--- config.mk ---
export PLATFORM = sky130hd
export DESIGN_NAME = apb_regfile
export DESIGN_NICKNAME = d
export VERILOG_FILES = /design/src/rtl/apb_regfile.sv
export SDC_FILE = /design/constraint.sdc
export NUM_CORES = 1
export LEC_CHECK = 0
export ABC_AREA = 1
export BUFFER_PORTS_ARGS = -buffer_cell sky130_fd_sc_hd__buf_2
export CORE_MARGIN = 2
export CORE_UTILIZATION = 44
export CTS_CLUSTER_DIAMETER = 150
export CTS_CLUSTER_SIZE = 28
export DETAILED_ROUTE_END_ITERATION = 8
export GPL_ROUTABILITY_DRIVEN = 0
export PLACE_DENSITY = 0.72
export RECOVER_POWER = 100
export SETUP_SLACK_MARGIN = 0.15
export SLEW_MARGIN = 20
export SYNTH_ARGS = -nofsm -noshare
export SYNTH_HDL_FRONTEND = slang
export SYNTH_SLANG_ARGS = --single-unit
--- constraint.sdc ---
create_clock -name PCLK -period 2.76 [get_ports PCLK]
set_input_delay 0.552 -clock PCLK [delete_from_list [all_inputs] [get_ports PCLK]]
set_output_delay 0.552 -clock PCLK [all_outputs]
set_load 0.02 [all_outputs]
--- src/rtl/apb_regfile.sv ---
// apb_regfile: APB3 slave with RW registers, read-only input words, an ID word,
// configurable wait states, PSLVERR on unmapped/non-writable addresses and write strobes.
module apb_regfile #(
  parameter int ADDR_W = 5,
  parameter int DATA_W = 8,
  parameter int NREGS = 8,
  parameter int NIN = 1,
  parameter int WAIT = 0,
  parameter logic [DATA_W-1:0] RESET_VAL = '0,
  parameter logic [DATA_W-1:0] ID_VALUE = 8'hA5
) (
  input  logic                    PCLK,
  input  logic                    PRESETn,
  input  logic                    PSEL,
  input  logic [ADDR_W-1:0]       PADDR,
  input  logic                    PENABLE,
  input  logic                    PWRITE,
  input  logic [DATA_W-1:0]       PWDATA,
  output logic [DATA_W-1:0]       PRDATA,
  output logic                    PREADY,
  output logic                    PSLVERR,
  input  logic [NIN*DATA_W-1:0]   INREG,
  output logic [NREGS*DATA_W-1:0] REGS_OUT,
  output logic [NREGS-1:0]        WR_STROBE
);
  localparam logic [ADDR_W-1:0] RW_END = ADDR_W'(NREGS);
  localparam logic [ADDR_W-1:0] IN_END = ADDR_W'(NREGS + NIN);
  localparam logic [3:0] WAIT_C = 4'(WAIT);
  if (NREGS + NIN >= 2 ** ADDR_W) begin : g_map_check
    $error("apb_regfile: NREGS+NIN must be below 2**ADDR_W");
  end
  if (WAIT < 0 || WAIT > 15) begin : g_wait_check
    $error("apb_regfile: WAIT must be in 0..15");
  end
  logic [NREGS-1:0][DATA_W-1:0] regs_q, regs_d;
  logic [NIN-1:0][DATA_W-1:0]   in_w;
  logic [NREGS-1:0]             strobe_q, strobe_d;
  logic [3:0]                   cnt_q, cnt_d;
  logic [DATA_W-1:0]            rd_q, rd_d, rd_val;
  logic                         err_q, err_d;
  logic                         access, setup, ready, done;
  logic                         is_id, is_rw, is_in;
  assign in_w   = INREG;
  // Gating access with PRESETn keeps the bus outputs at their idle values while reset is held.
  assign access = PRESETn & PSEL & PENABLE;
  assign setup  = PSEL & ~PENABLE;
  assign ready  = ~access | (cnt_q == WAIT_C);
  assign done   = access & ready;
  assign is_id  = &PADDR;
  assign is_rw  = ~is_id & (PADDR < RW_END);
  assign is_in  = ~is_id & (PADDR >= RW_END) & (PADDR < IN_END);
  always_comb begin
    rd_val = '0;
    for (int i = 0; i < NREGS; i++) rd_val = (PADDR == ADDR_W'(i)) ? regs_q[i] : rd_val;
    for (int i = 0; i < NIN; i++) rd_val = (PADDR == ADDR_W'(NREGS + i)) ? in_w[i] : rd_val;
    rd_val = is_id ? ID_VALUE : rd_val;
  end
  always_comb begin
    cnt_d = (access & ~ready) ? cnt_q + 4'd1 : '0;
    rd_d  = setup ? rd_val : rd_q;
    err_d = setup ? (~(is_rw | is_in | is_id) | (PWRITE & ~is_rw)) : err_q;
    for (int i = 0; i < NREGS; i++) begin
      strobe_d[i] = done & PWRITE & is_rw & (PADDR == ADDR_W'(i));
      regs_d[i]   = strobe_d[i] ? PWDATA : regs_q[i];
    end
  end
  always_ff @(posedge PCLK or negedge PRESETn) begin
    if (!PRESETn) begin
      regs_q   <= {NREGS{RESET_VAL}};
      strobe_q <= '0;
      cnt_q    <= '0;
      rd_q     <= '0;
      err_q    <= 1'b0;
    end else begin
      regs_q   <= regs_d;
      strobe_q <= strobe_d;
      cnt_q    <= cnt_d;
      rd_q     <= rd_d;
      err_q    <= err_d;
    end
  end
  assign PREADY    = ready;
  assign PRDATA    = (done & ~PWRITE) ? rd_q : '0;
  assign PSLVERR   = done & err_q;
  assign REGS_OUT  = regs_q;
  assign WR_STROBE = strobe_q;
endmodule

# == Yosys cells after proc, flatten, opt, wreduce, memory -nomap -nowiden ==
# Index checks and enable logic that the tools add are counted.
# word_totals
regBits,85
input_bits,26
output_inout_bits,82
word_cells,71
# op_classes
add_sub_neg,1
order_cmp,3
n_eq_ne,8
mux,12
bitwise,32
reduce_logical,3
# ops
cell,count
8-bit two-way mux,11
1-bit AND,21
"5-bit by 3-bit == test with 1-bit output, second input constant",4
"5-bit by 2-bit == test with 1-bit output, second input constant",2
"5-bit by 4-bit less-than comparator with 1-bit output, second input constant",2
1-bit inverter,7
"5-bit by 1-bit == test with 1-bit output, second input constant",1
"5-bit by 4-bit == test with 1-bit output, second input constant",1
"5-bit by 4-bit greater-or-equal comparator with 1-bit output, second input constant",1
5-bit zero test,1
5-bit AND reduction,1
"4-bit by 1-bit adder with 4-bit output, second input constant",1
4-bit zero test,1
4-bit two-way mux,1
1-bit bitwise OR,4

# == Logic depth before layout (Yosys ltp) ==
# Gate-level depths: netlist of the first run.
# depth
ltp_word,11
ltp_mapped,12

# == Worst setup path after synthesis of the first run ==
# No wires, ideal clock.
# synth_path
kind,reg2out
startpoint,register cnt_q[0]
endpoint,output PRDATA[0]
t_arrival_ps,1197
path_slack_ps,1011
stages_incl_launch_ff,7
n_path_buf,0
cell_sequence,dfrtp_1 inv_1 ha_1 nand2_1 nor2_1 nand2_1 nor2_1
# synth_via
elab_chain_cells,5
# synth_rtl
element,line_no,text
from (decl),38,"logic [3:0] cnt_q, cnt_d;"
from (signal assigned),77,cnt_q <= cnt_d;
4-bit zero test,47,assign ready = ~access | (cnt_q == WAIT_C);
1-bit bitwise OR,47,
1-bit AND,48,assign done = access & ready;
1-bit AND,83,assign PRDATA = (done & ~PWRITE) ? rd_q : '0;
8-bit two-way mux,83,
to (decl),19,"output logic [DATA_W-1:0] PRDATA,"
# No other way between the ends.

# == Worst setup path after layout of the first run ==
# Ends and elaborated chain as after synthesis.

==> metrics.cfg, run 1 <==
[run_status]
status = complete, no violations

[pwr]
p_leak_uw = 0.00223
p_int_uw = 1860
p_seq_share_pct = 52.1
power_switching_uw = 627
power.share.clock_pct = 40.2
power.density_nw_per_um2 = 541
peakVddDrop_mv = 0.218
pwr-share-comb_pct = 7.7
swShare_pct = 25.2

[sta]
setup_viol = 0
hold_ws_ps = 374
max_slew_margin_pct = 41.3
max_freq_mhz = 418
rsz0062_at_grt = false
min_period_ps = 2390
finalCritPeriodShare_pct = 86.7
fin_setup_tns_ps = 0
hold_viol = 0
tightest_slew_ps = 880
fin_skew_ps = 13.6
slew_viol_final = 0

[synth]
syn-instance-count = 470
ys_ff_latch = 85
synth_edf_count = 0
synth.avg_cell_area_um2 = 8.19
synth_cell_types = 25
ys_warn_count = 0
syn-cell-area_um2 = 3850
synth_ff_type = dfrtp_1
syn-num-nets = 498
synth-async-reset-ratio_pct = 100
synth-seq-area-share_pct = 55.2

[floorplan]
io-pin-count = 108
rows = 34
core-area_um2 = 8590
die_h_um = 97.6
die_x_um = 97.6
initial_core_util_pct = 44.8
die_area_um2 = 9520

[global_routing]
antenna_found_initial = 0
grt_max_degree = 71
grt_pass1_vias = 3502
track_usage_pct = 24.0
grt_pass1_wl_um = 17900
overflow = 0

[routing]
dr.pass1.iters = 5
viasPerCell = 5.25
drt-wirelength-per-cell_um = 16.2
via_count = 3676
routed_wl_um = 11300
dr.first_iter.drc_count = 232
drc = 0
ant_nets = 0

[final_layout]
nets = 615
fin_cells = 700
drive_gt1_share_pct = 8.78
antenna_cells = 0
syn_to_final_growth_pct = 19.4
fillers = 868

[place]
hpwl_um = 8390
dp.cells = 684
io_buffers = 107

[clock_network]
ctsHoldBuffers = 0
clock_path_buffers = 2
clk_pin_slew_ps = 90
htreeDepth = 3
cts-buffers-inserted = 9
post_cts_buffers = 0
post_cts_resized = 0
cts_tree = done
clock_sinks = 85
cts-root-buf = clkbuf_8
clk_latency_ps = 370

[worst_setup_path]
timing.rr.start = cnt_q[0]
worst-endpoint-arrival_ps = 1840
critPathKind = register to output port
worst_setup_path_end_kind = output port
reg2reg_depth = 11
required_ps = 2210
worstReg2RegEnd = REGS_OUT[21]
start_kind = register
crit_fanout = 8
worst-r2r-setup-slack_ps = 430

[min_path]
hp-class = input port to asynchronous set/reset pin

[flow_run]
maxCapViolCount = 0

## worst max-delay path by stage
| stage | from | end | slack, ps |
|---|---|---|---|
| after floorplan | cnt_q[0] | PRDATA[0] | 1010 |
| after global placement | PADDR[0] | REGS_OUT[2] | 360 |
| after detailed placement | PADDR[0] | REGS_OUT[2] | 320 |
| after CTS | cnt_q[0] | PRDATA[0] | 440 |
| after global routing | cnt_q[0] | REGS_OUT[18] | 210 |
| final | cnt_q[0] | PRDATA[0] | 370 |
## flip-flops by register name, indices dropped and copies added, names as in the netlist
name       count
REGS_OUT      64
rd_q           8
WR_STROBE      8
cnt_q          4
err_q          1
## cells by family after synthesis
logic type                 Yosys count  synth area share [%]
and+or+nand+nor                    236                  26.0
DFF                                 85                  55.2
AOI/OAI and AO/OA                   83                  11.4
buffers and inverters               63                  6.53
adders and majority gates            2                 0.650
xor gates and xnor gates             1                 0.227
## power by group through the flow
stage / clock network, µW / registers [µW] / logic (µW)
finish: 1000 / 1300 / 192
floorplan: 0 / 1330 / 76.9
detailed placement: 0 / 1320 / 201
CTS: 1000 / 1290 / 202
global route: 1050 / 1300 / 213
global placement: 0 / 1320 / 197
## area by class of cell
| cell class | instances | area, µm² | share of cell area [%] |
|---|---|---|---|
| sequential | 85 | 2130 | 46.2 |
| multi-input combinational | 322 | 1430 | 31.0 |
| timing repair buffer | 114 | 478 | 10.4 |
| inverter | 55 | 206 | 4.49 |
| clock buffer | 11 | 141 | 3.07 |
| tap | 108 | 135 | 2.94 |
| clock inverter | 5 | 83.8 | 1.82 |
## layout by cell type, fill, tap and decap left out
master	instances
nand2_1	135
clkbuf_1	87
dfrtp_1	85
o21ai_0	63
nor2_1	62
inv_1	54
buf_2	22
a21oi_1	18
nand3_1	15
nand4_1	11
clkbuf_8	10
buf_4	6
nor3_1	5
nor2_2	3
ha_1	2
bufinv_16	2
clkinvlp_4	2
xnor2_1	1
or2_2	1
nor3_4	1
nor2_4	1
nand2_2	1
inv_2	1
nand3_2	1
o21ai_1	1
o22ai_1	1
clkinv_4	1
## metrics by stage
stage | total power [µW] | utilization [%] | area (µm²) | worst slack, ps
final | 2490 | 53.5 | 4600 | 367
after global routing | 2560 | 53.5 | 4600 | 211
after CTS | 2500 | 55.4 | 4760 | 439
after detailed placement | 1520 | 52.7 | 4530 | 315
after global placement | 1510 | 52.7 | 4530 | 364
after floorplan | 1410 | - | 3850 | 1010
## worst max-delay path, stage by stage, from the launching register on
cell and delay, ps:
dfrtp_1 410, inv_1 70, ha_1 130, nand2_1 70, nor2_1 130, nand2_1 220
nor2_1 210, clkbuf_1 250
## synthesized netlist by cell type (2+ instances only)
master / instances / area, µm²
nand2_1: 135 / 507
nor2_4: 4 / 45.0
nand3_1: 15 / 75.1
nor2_1: 59 / 221
o21ai_0: 51 / 255
o21ai_1: 7 / 35.0
nand4_1: 11 / 68.8
nor3_1: 5 / 25.0
buf_2: 3 / 15.0
inv_1: 52 / 195
dfrtp_1: 85 / 2130
o21ai_2: 6 / 52.6
a21oi_1: 18 / 90.1
ha_1: 2 / 25.0
inv_2: 3 / 11.3
nor2_2: 3 / 18.8
clkbuf_1: 3 / 11.3
## layer usage
metal,track usage (%),wire length (µm),vias to the layer above
li1,-,-,1727
met1,32.0,4690,1752
met2,39.9,5540,173
met3,4.39,862,24
met4,7.91,235,0
met5,0,0,-
Note: power is estimated with default switching activity, not from simulation.
==> inputs of run 2 (changes only) <==
Settings changed: ABC_AREA 1 to default, PLACE_DENSITY 0.72 to 0.71.
==> run 2 against run 1 <==
- worst hold slack got worse by 60 ps
- area after synthesis rose by 9.1%
- synthesized cell count fell by 21%
- sequential power barely moved
- flip-flop and latch count did not move
- clock-buffer cell count fell by 2
- critical path type is now input port to register
==> metrics.cfg, run 2 <==
[sta]
min_period_ps = 2520
hold_ws_ps = 313
rsz0062_at_grt = false
tightest_slew_ps = 1160
hold_viol = 0
setup_viol = 0
finalCritPeriodShare_pct = 91.4
max_freq_mhz = 397
fin_setup_tns_ps = 0
slew_viol_final = 0
fin_skew_ps = 11.9
max_slew_margin_pct = 22.4

[clock_network]
cts-buffers-inserted = 9
cts_tree = done
post_cts_buffers = 0
ctsHoldBuffers = 0
htreeDepth = 3
clock_path_buffers = 2
cts-root-buf = clkbuf_8
post_cts_resized = 1
clk_latency_ps = 350
clock_sinks = 85
clk_pin_slew_ps = 90

[synth]
synth_top_family_by_area = multiplexers
synth_edf_count = 0
synth_compound_area_share_pct = 10.2
synth-seq-area-share_pct = 50.6
synth_mux_area_share_pct = 18.6
syn-instance-count = 373
yosysMostFrequentCell = dfrtp_1
synth_xor_area_share_pct = 0.417
synthDominantAreaCellType = dfrtp_1
synthSimpleGateAreaFrac_pct = 16.5
syn-num-nets = 401
synthAdderAreaFrac_pct = 0.596
ys_ff_latch = 85
netlist_top_cells_area = dfrtp_1, mux2_2, o21ai_0
synthTopCellsByCount = dfrtp_1, mux2_2, o21ai_0
synth_cell_types = 56
synth_top_cell_area_share_pct = 50.6
ys_warn_count = 0
synth-async-reset-ratio_pct = 100
synth.avg_cell_area_um2 = 11.3
syn-cell-area_um2 = 4200
synth_ff_type = dfrtp_1

[floorplan]
core-area_um2 = 9240
io-pin-count = 108
initial_core_util_pct = 45.5
rows = 35
die_h_um = 102
die_x_um = 102
die_area_um2 = 10300

[final_layout]
regArea_um2 = 2130
fin_area_um2 = 4940
syn_to_final_growth_pct = 17.5
fillers = 875
nets = 505
final_cell_mix = dfrtp_1, clkbuf_1, mux2_2
antenna_cells = 0
final_common_cell = dfrtp_1
drive_gt1_share_pct = 24.1
final_core_util_pct = 53.4
largest_reg_flops = 64
multi_input_area_um2 = 1940

[worst_setup_path]
slowest_stage = nor2_1
path_cells = buf_2 -> or2_2 -> or2_0 -> nor2_1 -> mux2_2
setup.worst_path.end = REGS_OUT[52]
worst_setup_path_end_kind = register
worst-r2r-setup-slack_ps = 290
critPathLaunch = PADDR[0]
critPathKind = input port to register
worst-endpoint-arrival_ps = 2770
slowest_delay_ps = 770
timing.rr.start = cnt_q[0]
worstReg2RegEnd = REGS_OUT[38]
crit_fanout = 32
required_ps = 3000
start_kind = input port
reg2reg_depth = 6

[routing]
viasPerCell = 5.46
dr.first_iter.drc_count = 281
via_count = 3333
ant_nets = 0
drc = 0
drt-wirelength-per-cell_um = 18.4
routed_wl_um = 11200
dr.pass1.iters = 5

[global_routing]
grt_max_degree = 48
track_usage_pct = 22.4
antenna_found_initial = 0
grt_pass1_vias = 3241
grt_pass1_wl_um = 17700
overflow = 0

[min_path]
hp-class = input port to asynchronous set/reset pin

[place]
place_area_um2 = 4840
io_buffers = 107
hpwl_um = 8400

[pwr]
peakVddDrop_mv = 0.253
power.density_nw_per_um2 = 514
p_leak_uw = 0.00225

[run_status]
status = complete, no violations

[flow_run]
maxCapViolCount = 0

run 2: changes by cell type in the layout (fill, tap and decap cells not counted), moves of 13 or more:
| cell | previous run | this run |
|---|---|---|
| nor2_1 | 62 | 20 |
| a21oi_1 | 18 | 5 |
| inv_1 | 54 | 10 |
| o21ai_0 | 63 | 25 |
| nand2_1 | 135 | 24 |
| mux2_2 | 0 | 63 |
run 2: kinds of logic (layout without fill, tap and decap cells):
family	Yosys count	in the layout
flip-flops	85	85
AO/OA/AOI/OAI	67	67
XOR/XNOR	2	2
AND/OR/NAND/NOR	119	119
buffers and inverters	28	136
multiplexers	70	70
adder cells (fa/ha/maj)	2	2
run 2: power by group:
part / total, µW / leakage [µW] / switching, µW / internal (µW)
registers: 1320 / 0.00117 / 31.6 / 1290
logic: 271 / 0.000982 / 181 / 90.1
clock network: 949 / 0.000101 / 445 / 504
run 2: through the flow:
stage                     total power (µW)  setup slack [ps]  cells
final                                 2540               239    610
after global routing                  2640               103    610
after CTS                             2560               206    610
after detailed placement              1620               263    595
after global placement                1620               291    595
after floorplan                       1500               732    373
run 2: layout make-up:
class,instances,share of cell area [%]
inverters,10,0.760
multi-input cells,260,39.3
well taps,129,3.27
flip-flops and latches,85,43.1
clock buffers,9,2.51
clock inverters,6,1.80
repair buffers,111,9.33
run 2: worst min-delay path by stage:
stage / startpoint / endpoint / slack, ps / cells past startpoint
after global routing: PRESETn / rd_q[3] / 360 / 2
final: PRESETn / rd_q[3] / 310 / 2
after CTS: PRESETn / rd_q[4] / 280 / 2
after global placement: err_q / err_q / 460 / 2
after detailed placement: err_q / err_q / 470 / 2
after floorplan: PRESETn / REGS_OUT[0] / 260 / 0
run 2: critical path: cells and delay by family:
kind	cells	cell delay, ps
and+or+nand+nor	3	1520
buffers and inverters	1	270
muxes	1	420
run 2: metal layers:
metal,up-vias,share of wire [%],GRT usage [%]
li1,1557,-,-
met1,1633,46,32.0
met2,132,47,35.5
met3,11,6.0,4.42
met4,0,1.2,5.30
met5,-,0,0
==> inputs of run 3 (changes only) <==
Settings changed: RECOVER_POWER 100 to default.
==> run 3 against run 2 <==
- via count is 1.4% higher
- register-to-register slack improved by 150 ps
- cell area increased by 2.6%
- critical path type is now register to output port
- sequential power is essentially flat
==> metrics.cfg, run 3 (synthesis results as in run 2) <==
[run_status]
status = complete, no violations

[clock_network]
cts_tree = done
htreeDepth = 3
cts-buffers-inserted = 9
cts-root-buf = clkbuf_8
post_cts_buffers = 0
ctsHoldBuffers = 0
clk_latency_ps = 350
clk_pin_slew_ps = 90
clock_path_buffers = 2
clock_sinks = 85

[global_routing]
grt_pass1_vias = 3241
overflow = 0
track_usage_pct = 22.4
antenna_found_initial = 0
grt_max_degree = 48
grt_pass1_wl_um = 17700

[final_layout]
antenna_cells = 0
final_cell_mix = buf_2, dfrtp_1, mux2_2
final_common_cell = buf_2
nets = 505
fillers = 848
largest_reg_flops = 64
final_core_util_pct = 54.8
syn_to_final_growth_pct = 20.6
drive_gt1_share_pct = 41.8

[sta]
fin_setup_tns_ps = 0
max_slew_margin_pct = 60.2
max_freq_mhz = 411
finalCritPeriodShare_pct = 88.2
rsz0062_at_grt = false
slew_viol_final = 0
hold_viol = 0
setup_viol = 0
fin_skew_ps = 12.9
tightest_slew_ps = 597
min_period_ps = 2430

[worst_setup_path]
worst-endpoint-arrival_ps = 1880
slowest_delay_ps = 420
critPathKind = register to output port
slowest_stage = dfrtp_1
crit_fanout = 8
crit_cells = 7
path_buf_inv = 2
reg2reg_depth = 7
required_ps = 2210
start_kind = register
path_cells = inv_1 -> ha_1 -> nor3b_4 -> nand2_1 -> nor2_4 -> and2_1 -> buf_2
crit_family = simple AND/OR/NAND/NOR gates
worst_setup_path_end_kind = output port

[floorplan]
die_h_um = 102
rows = 35
io-pin-count = 108
initial_core_util_pct = 45.5
die_area_um2 = 10300
die_x_um = 102
core-area_um2 = 9240

[routing]
viasPerCell = 5.54
dr.pass1.iters = 4
ant_nets = 0
drc = 0
via_count = 3378
dr.first_iter.drc_count = 285
drt-wirelength-per-cell_um = 18.4
routed_wl_um = 11200

[pwr]
power.density_nw_per_um2 = 503
peakVddDrop_mv = 0.257
p_leak_uw = 0.00263

[min_path]
hp-class = input port to asynchronous set/reset pin

[flow_run]
maxCapViolCount = 0

[place]
io_buffers = 107
hpwl_um = 8400

==> run 3: changes by cell type in the layout (fill, tap and decap cells not counted), moves of 2 or more <==
cell / before / now
buf_2: 25 / 106
nor3_4: 0 / 2
buf_4: 3 / 5
clkbuf_1: 82 / 0
nor3_2: 2 / 0
nor2_1: 20 / 18
==> run 3: cell type report <==
type | instances | area [µm²] | share of cell area [%]
inverters | 10 | 37.5 | 0.741
multi-input cells | 260 | 1960 | 38.7
well taps | 129 | 161 | 3.19
repair buffers | 111 | 568 | 11.2
flip-flops and latches | 85 | 2130 | 42.0
clock buffers | 9 | 124 | 2.44
clock inverters | 6 | 88.8 | 1.75
==> run 3: per-layer routing <==
| metal | global-route usage (%) | share of wire [%] | routed length (µm) |
|---|---|---|---|
| met1 | 32.0 | 45 | 5010 |
| met2 | 35.5 | 47 | 5280 |
| met3 | 4.42 | 6.7 | 747 |
| met4 | 5.30 | 1.4 | 157 |
| met5 | 0 | 0 | 0 |
==> run 3: path summary, 6_finish.rpt <==
check	from	to	slack (ps)
hold reg to reg	err_q	err_q	490
setup reg to reg	cnt_q[0]	REGS_OUT[31]	440
setup / recovery	cnt_q[0]	PRDATA[3]	330
min in group PCLK	err_q	err_q	490
hold / removal	PRESETn	rd_q[4]	250
max in group asynchronous	PRESETn	REGS_OUT[44]	1510
==> run 3: metrics by stage <==
stage	setup slack, ps	instance area, µm²	power (µW)	hold WS (ps)	std cells
global placement	291	4840	1620	457	595
CTS	206	5060	2560	277	610
detailed placement	263	4840	1620	471	595
global route	182	5070	2650	287	610
floorplan	732	4200	1500	256	373
finish	326	5070	2550	249	610
==> run 3: power by group <==
| group | switching [µW] | total [µW] | leakage [µW] | internal [µW] |
|---|---|---|---|---|
| Clock | 443 | 948 | 0.000101 | 504 |
| Sequential | 31.0 | 1320 | 0.00117 | 1290 |
| Combinational | 183 | 283 | 0.00136 | 99.7 |
| Total | 657 | 2550 | 0.00263 | 1890 |
==> run 3: timing repair <==
| item | in CTS | in global routing |
|---|---|---|
| pin swaps | 0 | 0 |
| setup endpoints to repair | 8 | 8 |
| resized for setup | 1 | 2 |
==> run 3: worst reg2reg max path: stages, from the launching register on <==
cell	delay [ps]
dfrtp_1	420
inv_1	70
ha_1	150
nor3b_4	290
nand4_4	240
nor2_2	210
and3_1	440
mux2_2	390
